### config.mk
export PLATFORM = sky130hd
export DESIGN_NAME = mem_port_arbiter
export DESIGN_NICKNAME = d
export VERILOG_FILES = /design/src/rtl/mem_port_arbiter.sv
export SDC_FILE = /design/constraint.sdc
export NUM_CORES = 1
export LEC_CHECK = 0
export CORE_MARGIN = 8
export CORE_UTILIZATION = 48
export CTS_CLUSTER_DIAMETER = 150
export CTS_CLUSTER_SIZE = 8
export DETAILED_ROUTE_END_ITERATION = 12
export GPL_TIMING_DRIVEN = 0
export PLACE_DENSITY = 0.89
export SLEW_MARGIN = 30
export SYNTH_ARGS = -nofsm -noshare
export SYNTH_HDL_FRONTEND = slang
export SYNTH_SLANG_ARGS = --single-unit
### constraint.sdc
create_clock -name clk_in -period 4.2 [get_ports clk_in]
set_input_delay 0.84 -clock clk_in [delete_from_list [all_inputs] [get_ports clk_in]]
set_output_delay 0.84 -clock clk_in [all_outputs]
set_load 0.02 [all_outputs]
### src/rtl/mem_port_arbiter.sv
// Byte-serial RAM port arbiter shared by instruction fetch (IF) and load/store (LS).
// One request is granted at a time. Reads account for the RAM's one-cycle read
// latency, and stores to the IO addresses wait while io_full is high.
module mem_port_arbiter #(
    parameter int unsigned STARVE_LIMIT = 4,
    parameter logic [31:0] IO_ADDR0     = 32'h0003_0000,
    parameter logic [31:0] IO_ADDR1     = 32'h0003_0004
) (
    input  logic        clk_in,
    input  logic        rst_in,
    input  logic        rdy_in,
    input  logic        io_full,
    input  logic        clear,
    input  logic        if_req,
    input  logic [31:0] if_addr,
    output logic        if_done,
    output logic [31:0] if_data,
    input  logic        ls_req,
    input  logic        ls_we,
    input  logic [31:0] ls_addr,
    input  logic [1:0]  ls_len,
    input  logic [31:0] ls_wdata,
    output logic        ls_done,
    output logic [31:0] ls_rdata,
    output logic [1:0]  busy,
    input  logic [7:0]  mem_din,
    output logic        mem_wr,
    output logic [31:0] mem_a,
    output logic [7:0]  mem_dout
);

    localparam int unsigned SW = $clog2(STARVE_LIMIT + 1);

    typedef enum logic [1:0] {IDLE, IF_RD, LS_RD, LS_WR} state_t;

    state_t        r_state, w_state_d;
    logic [2:0]    r_cnt, w_cnt_d;
    logic          r_gap, w_gap_d;
    logic [SW-1:0] r_starve;
    logic [31:0]   r_addr;
    logic [1:0]    r_last;      // byte count minus one
    logic [31:0]   r_wdata;
    logic [31:0]   r_rbuf;
    logic          r_if_done, r_ls_done;
    logic [31:0]   r_if_data, r_ls_rdata;

    logic          w_io, w_block, w_force_if, w_gnt_ls, w_gnt_if;
    logic          w_rd_end, w_wr_last, w_rd_fin, w_wr_fin;
    logic [1:0]    w_idx;
    logic [31:0]   w_rbuf_d, w_wshift;

    assign w_io       = (r_addr == IO_ADDR0) || (r_addr == IO_ADDR1);
    // A done pulse still on the outputs means the requester has not yet dropped req.
    assign w_block    = !rdy_in || clear || r_if_done || r_ls_done;
    assign w_force_if = if_req && (r_starve == SW'(STARVE_LIMIT));
    assign w_gnt_ls   = (r_state == IDLE) && !w_block && ls_req && !w_force_if;
    assign w_gnt_if   = (r_state == IDLE) && !w_block && if_req && !w_gnt_ls;
    assign w_rd_end   = (r_cnt == ({1'b0, r_last} + 3'd1));
    assign w_wr_last  = (r_cnt == {1'b0, r_last});
    // Byte arriving on mem_din belongs to the address issued one cycle earlier.
    assign w_idx      = r_cnt[1:0] - 2'd1;
    assign w_rbuf_d   = r_rbuf | ({24'b0, mem_din} << {w_idx, 3'b000});
    assign w_wshift   = r_wdata >> {r_cnt[1:0], 3'b000};

    assign busy     = {r_state == IF_RD, (r_state == LS_RD) || (r_state == LS_WR)};
    assign if_done  = r_if_done;
    assign ls_done  = r_ls_done;
    assign if_data  = r_if_data;
    assign ls_rdata = r_ls_rdata;

    // Next-state, byte counter and RAM pin decode.
    always_comb begin
        w_state_d = r_state;
        w_cnt_d   = r_cnt;
        w_gap_d   = r_gap;
        w_rd_fin  = 1'b0;
        w_wr_fin  = 1'b0;
        mem_wr    = 1'b0;
        mem_a     = 32'h0;
        mem_dout  = 8'h0;
        unique case (r_state)
            IDLE: begin
                if (w_gnt_ls) begin
                    w_state_d = ls_we ? LS_WR : LS_RD;
                    w_cnt_d   = 3'd0;
                    w_gap_d   = 1'b0;
                end else if (w_gnt_if) begin
                    w_state_d = IF_RD;
                    w_cnt_d   = 3'd0;
                    w_gap_d   = 1'b0;
                end
            end
            IF_RD, LS_RD: begin
                mem_a = r_addr + 32'(r_cnt);
                if (clear) begin
                    w_state_d = IDLE;
                    w_cnt_d   = 3'd0;
                end else if (w_rd_end) begin
                    w_rd_fin  = 1'b1;
                    w_state_d = IDLE;
                    w_cnt_d   = 3'd0;
                end else begin
                    w_cnt_d = r_cnt + 3'd1;
                end
            end
            LS_WR: begin
                if (w_io && (r_gap || io_full)) begin
                    // IO stall or mandatory gap: pins idle, counter held.
                    w_gap_d = 1'b0;
                end else begin
                    mem_wr   = 1'b1;
                    mem_a    = r_addr + 32'(r_cnt);
                    mem_dout = w_wshift[7:0];
                    if (w_wr_last) begin
                        w_wr_fin  = 1'b1;
                        w_state_d = IDLE;
                        w_cnt_d   = 3'd0;
                    end else begin
                        w_cnt_d = r_cnt + 3'd1;
                        w_gap_d = w_io;
                    end
                end
            end
            default: w_state_d = IDLE;
        endcase
        if (!rdy_in) begin
            w_state_d = r_state;
            w_cnt_d   = r_cnt;
            w_gap_d   = r_gap;
            w_rd_fin  = 1'b0;
            w_wr_fin  = 1'b0;
            mem_wr    = 1'b0;
        end
    end

    // State register.
    always_ff @(posedge clk_in) begin
        if (rst_in) begin
            r_state <= IDLE;
            r_cnt   <= 3'd0;
            r_gap   <= 1'b0;
        end else begin
            r_state <= w_state_d;
            r_cnt   <= w_cnt_d;
            r_gap   <= w_gap_d;
        end
    end

    // Request latching, read assembly, done pulses and starvation counter.
    always_ff @(posedge clk_in) begin
        if (rst_in) begin
            r_addr     <= 32'h0;
            r_last     <= 2'd0;
            r_wdata    <= 32'h0;
            r_rbuf     <= 32'h0;
            r_if_done  <= 1'b0;
            r_ls_done  <= 1'b0;
            r_if_data  <= 32'h0;
            r_ls_rdata <= 32'h0;
            r_starve   <= '0;
        end else begin
            r_if_done <= 1'b0;
            r_ls_done <= 1'b0;
            if (rdy_in) begin
                if (w_gnt_ls) begin
                    r_addr  <= ls_addr;
                    r_last  <= ls_len;
                    r_wdata <= ls_wdata;
                    r_rbuf  <= 32'h0;
                end else if (w_gnt_if) begin
                    r_addr <= if_addr;
                    r_last <= 2'd3;
                    r_rbuf <= 32'h0;
                end else if ((r_state == IF_RD || r_state == LS_RD) && !clear &&
                             r_cnt != 3'd0) begin
                    r_rbuf <= w_rbuf_d;
                end
                if (w_rd_fin) begin
                    if (r_state == IF_RD) begin
                        r_if_done <= 1'b1;
                        r_if_data <= w_rbuf_d;
                    end else begin
                        r_ls_done  <= 1'b1;
                        r_ls_rdata <= w_rbuf_d;
                    end
                end
                if (w_wr_fin) begin
                    r_ls_done <= 1'b1;
                end
                if (!if_req || w_gnt_if) begin
                    r_starve <= '0;
                end else if (w_gnt_ls && r_starve != SW'(STARVE_LIMIT)) begin
                    r_starve <= r_starve + SW'(1);
                end
            end
        end
    end

endmodule

* After elaboration in Yosys (flattened, before gate mapping)
Index checks and enable logic that the tools add are counted.
Operators by class: add/sub/neg operators 5, equal/unequal tests 14, shift-type cells 2, muxes and demuxes 48, bitwise logic cells 4, reductions and logical operators 42
Operators by type and width (number):
- 2-to-1 mux 32 bit | 6
- equality test 32 x 18 -> 1 bit (second input constant) | 2
- case mux 32 bit (2 select lines) | 1
- adder 32 x 3 -> 32 bit | 1
- OR 32 bit | 1
- << shifter 8 x 5 -> 32 bit | 1
- >> shifter 32 x 5 -> 8 bit | 1
- 2-to-1 mux 3 bit | 8
- 2-to-1 mux 1 bit | 20
- 2-to-1 mux 2 bit | 8
- 2-to-1 mux 8 bit | 2
- logical AND 1 bit | 10
- inequality test 3 bit (second input constant) | 3
- case mux 3 bit (3 select lines) | 1
- AND reduction 3 bit | 3
- logical OR 1 bit | 8
- AND reduction 2 bit | 4
- adder 3 x 1 -> 3 bit (second input constant) | 2
- zero test 1 bit | 6
- case mux 2 bit (3 select lines) | 1
- nonzero test 2 bit | 3
- nonzero test 3 bit | 2
- AND reduction 5 bit | 1
- equality test 2 bit (second input constant) | 2
- other kinds (14) | 18
Storage, ports and cells: bits in registers 173, bits of input ports 114, output and inout port bits 109, logic and storage cells 127

* Depth between registers and ports, before layout
depth in word-level cells 13, gate-level depth with buffers 10, gate-level depth less buffers 8

* Least setup slack after synthesis
No wires, ideal clock.
kind flip-flop to output port, start reg r_cnt[1], end out mem_a[24], data arrival time 2.634 ns, required time 3.360 ns, path slack 0.726 ns, stages on the path, launching flop included 10, buffers on the path 2, cell sequence dfxtp_1 buf_1 inv_1 fa_1 nand2b_1 a211oi_1 clkbuf_1 nand4_1 xor2_1 nor2_1
On the way: longest elaborated chain between the ends 3
Ends and longest elaborated chain:
- start, declared | RTL line 37 | logic [2:0] r_cnt, w_cnt_d;
- start signal, assigned | RTL line 144 | r_cnt <= w_cnt_d;
- adder 32 x 3 -> 32 bit * | RTL line 94, 112
- 2-to-1 mux 32 bit | RTL line 107 | if (w_io && (r_gap || io_full)) begin
- case mux 32 bit (2 select lines) * | RTL line 81 | unique case (r_state)
- end, declared | RTL line 28 | output logic [31:0] mem_a,
Every way passes the cells marked *; elsewhere a longest branch is shown, timed or not.

* Worst setup path after layout
start reg r_cnt[1], end out mem_a[10]
Same word-level chain as after synthesis.

==> flow_summary_export.csv <==
group,metric,value,unit
global_route,grt_overflow,0,
setup_path,critPathMaxFanout,10,
drt,avgRoutedWirePerCell,18.5,µm
place,dpl.hpwl,19.7,mm
clock_tree,cts_buffers,17,
floorplan,rows,47,
setup_path,slowest_delay,0.61,ns
place,gp_congestion,0.919,
run_status,status,"complete, no violations",
setup_path,worstPathRequired,3.36,ns
floorplan,core,0.0163,mm²
timing,drv_slew,0,
finish,final_nets,1311,
finish,drive_gt1_share,9.61,%
floorplan,die_w,145,µm
finish,layout_commonest_cell,"clkdlybuf4s50_1",
synthesis,synth_top_cell_by_area,"dfxtp_1",
clock_tree,clk_pin_slew,0.07,ns
place,placed_cell_area,0.0104,mm²
synthesis,syn_area_per_cell,8.35,µm²
finish,post-route-util,67.3,%
pwr,power_density,350,mW/mm²
timing,finalCritPeriodShare,96.0,%
synthesis,synth_top_area_share,43.6,%
clock_tree,cts-root-buf,"clkbuf_16",
global_route,grt_pass1_wl,40.7,mm
drt,drcViolationCount,0,
setup_path,path_buf_inv,4,
global_route,grt_max_degree,21,
clock_tree,cts_sinks,173,
synthesis,synth.cell_area,0.00794,mm²
timing,setup-violations-final,0,
floorplan,initial_core_util,48.6,%
drt,ant_nets,0,
global_route,grt_use_total,25.0,%
finish,layout_common_cells,"clkdlybuf4s50_1, dfxtp_1, nor2_1, nand2_1, a21oi_1",
clock_tree,max-clock-path-buffers,2,
timing,hold_violations,0,
finish,syn_to_final_growth,38.6,%
timing,skew,0.0105,ns
timing,setup_ws,0.166,ns
timing,rsz0062_at_grt,"no",
synthesis,synth_edf_count,0,
drt,drtIter0Drc,593,
timing,min_period,4.03,ns
clock_tree,htree_levels,4,
floorplan,fp.dieH,145,µm
floorplan,ios,223,
drt,via_count,7982,
synthesis,synthCells,951,
timing,fmax,248,MHz
finish,postLayoutCellArea,0.0110,mm²
drt,drtPass1Iterations,4,
setup_path,crit_family,"buffers and inverters",
setup_path,critical_path.endpoint_type,"primary output",
synthesis,async_flop_share,0,%
place,place_worst_setup_slack,-0.379,ns
setup_path,path_cells,"buf_4 -> inv_1 -> fa_1 -> nand2b_1 -> a211oi_2 -> clkbuf_4 -> xnor2_1 -> nor2_1 -> clkdlybuf4s50_1",
drt,via_per_inst,5.63,
synthesis,syn_nets,1078,
floorplan,dieArea,0.0209,mm²
setup_path,critPathKind,"flop to primary output",
synthesis,ys.flop_type,"dfxtp_1",
setup_path,cp_slowest_cell,"clkdlybuf4s50_1",
setup_path,worst_setup_path_start_kind,"flop",
synthesis,ys_seq_elements,173,
job,max_cap_viol_count,0,
global_route,antenna_found_initial,2,
timing,tightest_slew,1.00,ns
drt,wl,26.3,mm
clock_tree,clock_latency,0.44,ns
clock_tree,cts_setup_buffers,0,
clock_tree,cts_tree,"yes",
synthesis,ys_warn_count,0,
global_route,grt_pass1_vias,7971,
synthesis,ys_types,57,
setup_path,worstPathArrival,3.19,ns
place,io_buffer_count,214,
pwr,leakage,3.83,nW
finish,fill_cells,1312,
pwr,vdd_ir_drop_max,305,µV
worst_hold_path,min_path_type,"flop to flop",
synthesis,synth.area.top_cells,"dfxtp_1, nor2_1, a21oi_1",
timing,max_slew_margin,32.6,%
synthesis,ys_seq_area_share,43.6,%
## worst register-to-register path: stages (launching register included)
cell and delay, ns:
dfxtp_1 0.39, buf_4 0.22, buf_2 0.33, inv_1 0.15, ha_1 0.44, nor2b_1 0.16
buf_1 0.35, nor2b_1 0.22, buf_1 0.31, a21oi_1 0.14, nor2_1 0.11
## cell usage after synthesis, types with 8 or more instances
cell type / number
dfxtp_1: 173
xor2_1: 25
ha_1: 12
o21ai_0: 8
buf_1: 10
a21oi_1: 106
buf_2: 18
a311oi_1: 32
nor2b_1: 14
clkbuf_1: 41
nand4_1: 15
inv_1: 15
nand2_1: 140
mux4_2: 8
nor2_1: 168
nand3_1: 12
a211oi_2: 28
a211oi_1: 37
## sequential cells by signal, indices dropped and copies added, names as in the netlist
name      count
if_data      32
if_done       1
ls_done       1
ls_rdata     32
r_addr       32
r_cnt         3
r_gap         1
r_last        2
r_rbuf       32
r_starve      3
r_state       2
r_wdata      32
## metal layers
| layer | global-route usage, % | wire length, µm |
|---|---|---|
| met5 | 0 | 0 |
| met4 | 13.6 | 1140 |
| met3 | 6.21 | 2360 |
| met2 | 42.2 | 12700 |
| met1 | 28.5 | 10100 |
## cells by family after synthesis
group	Yosys count	share of synthesized area [%]
simple gates	401	22.6
compound gates	229	20.5
flops	173	43.6
buf+inv	97	5.53
xor+xnor	29	3.20
fa+ha+maj	13	2.14
mux	9	2.40
## metrics by stage
step / total power [mW] / cells / setup TNS (ns) / hold WS, ns
6_report: 3.85 / 1419 / 0 / 0.459
5_1_grt: 3.98 / 1419 / 0 / 0.473
4_1_cts: 3.86 / 1417 / 0 / 0.460
3_5_place_dp: 2.23 / 1385 / -2.71 / 0.449
3_3_place_gp: 2.21 / 1385 / -2.00 / 0.440
2_1_floorplan: 2.02 / 951 / 0 / 0.433
## area by class of cell
cell class	count	area, µm²	area share (%)
clock buffer	17	425	3.86
tap	220	275	2.50
buffer	82	392	3.56
timing repair buffer	214	2140	19.4
antenna	2	5.00	0.0455
multi-input combinational	681	4040	36.7
inverter	15	56.3	0.512
sequential	173	3460	31.5
clock inverter	15	205	1.86
## repair_timing
action,CTS,global route
hold buffers,0,0
resized for setup,14,3
endpoints found under the setup margin,15,3
## power by group
| part | internal (mW) | switching, mW | total, mW |
|---|---|---|---|
| Sequential | 1.69 | 0.0502 | 1.74 |
| Combinational | 0.210 | 0.250 | 0.461 |
| Clock | 0.873 | 0.776 | 1.65 |
| Total | 2.77 | 1.08 | 3.85 |
## final timing paths
check                           startpoint                        to  slack, ns  cells past startpoint
setup / recovery     r_cnt[1]$_SDFFE_PP0P_                 mem_a[10]       0.17                      9
setup reg to reg     r_cnt[0]$_SDFFE_PP0P_    r_rbuf[8]$_SDFFE_PP0P_       1.33                     10
hold reg to reg   r_wdata[10]$_SDFFE_PP0P_  r_wdata[10]$_SDFFE_PP0P_       0.46                      2
hold / removal    r_wdata[10]$_SDFFE_PP0P_  r_wdata[10]$_SDFFE_PP0P_       0.46                      2
(Power assumes the default switching activity.)
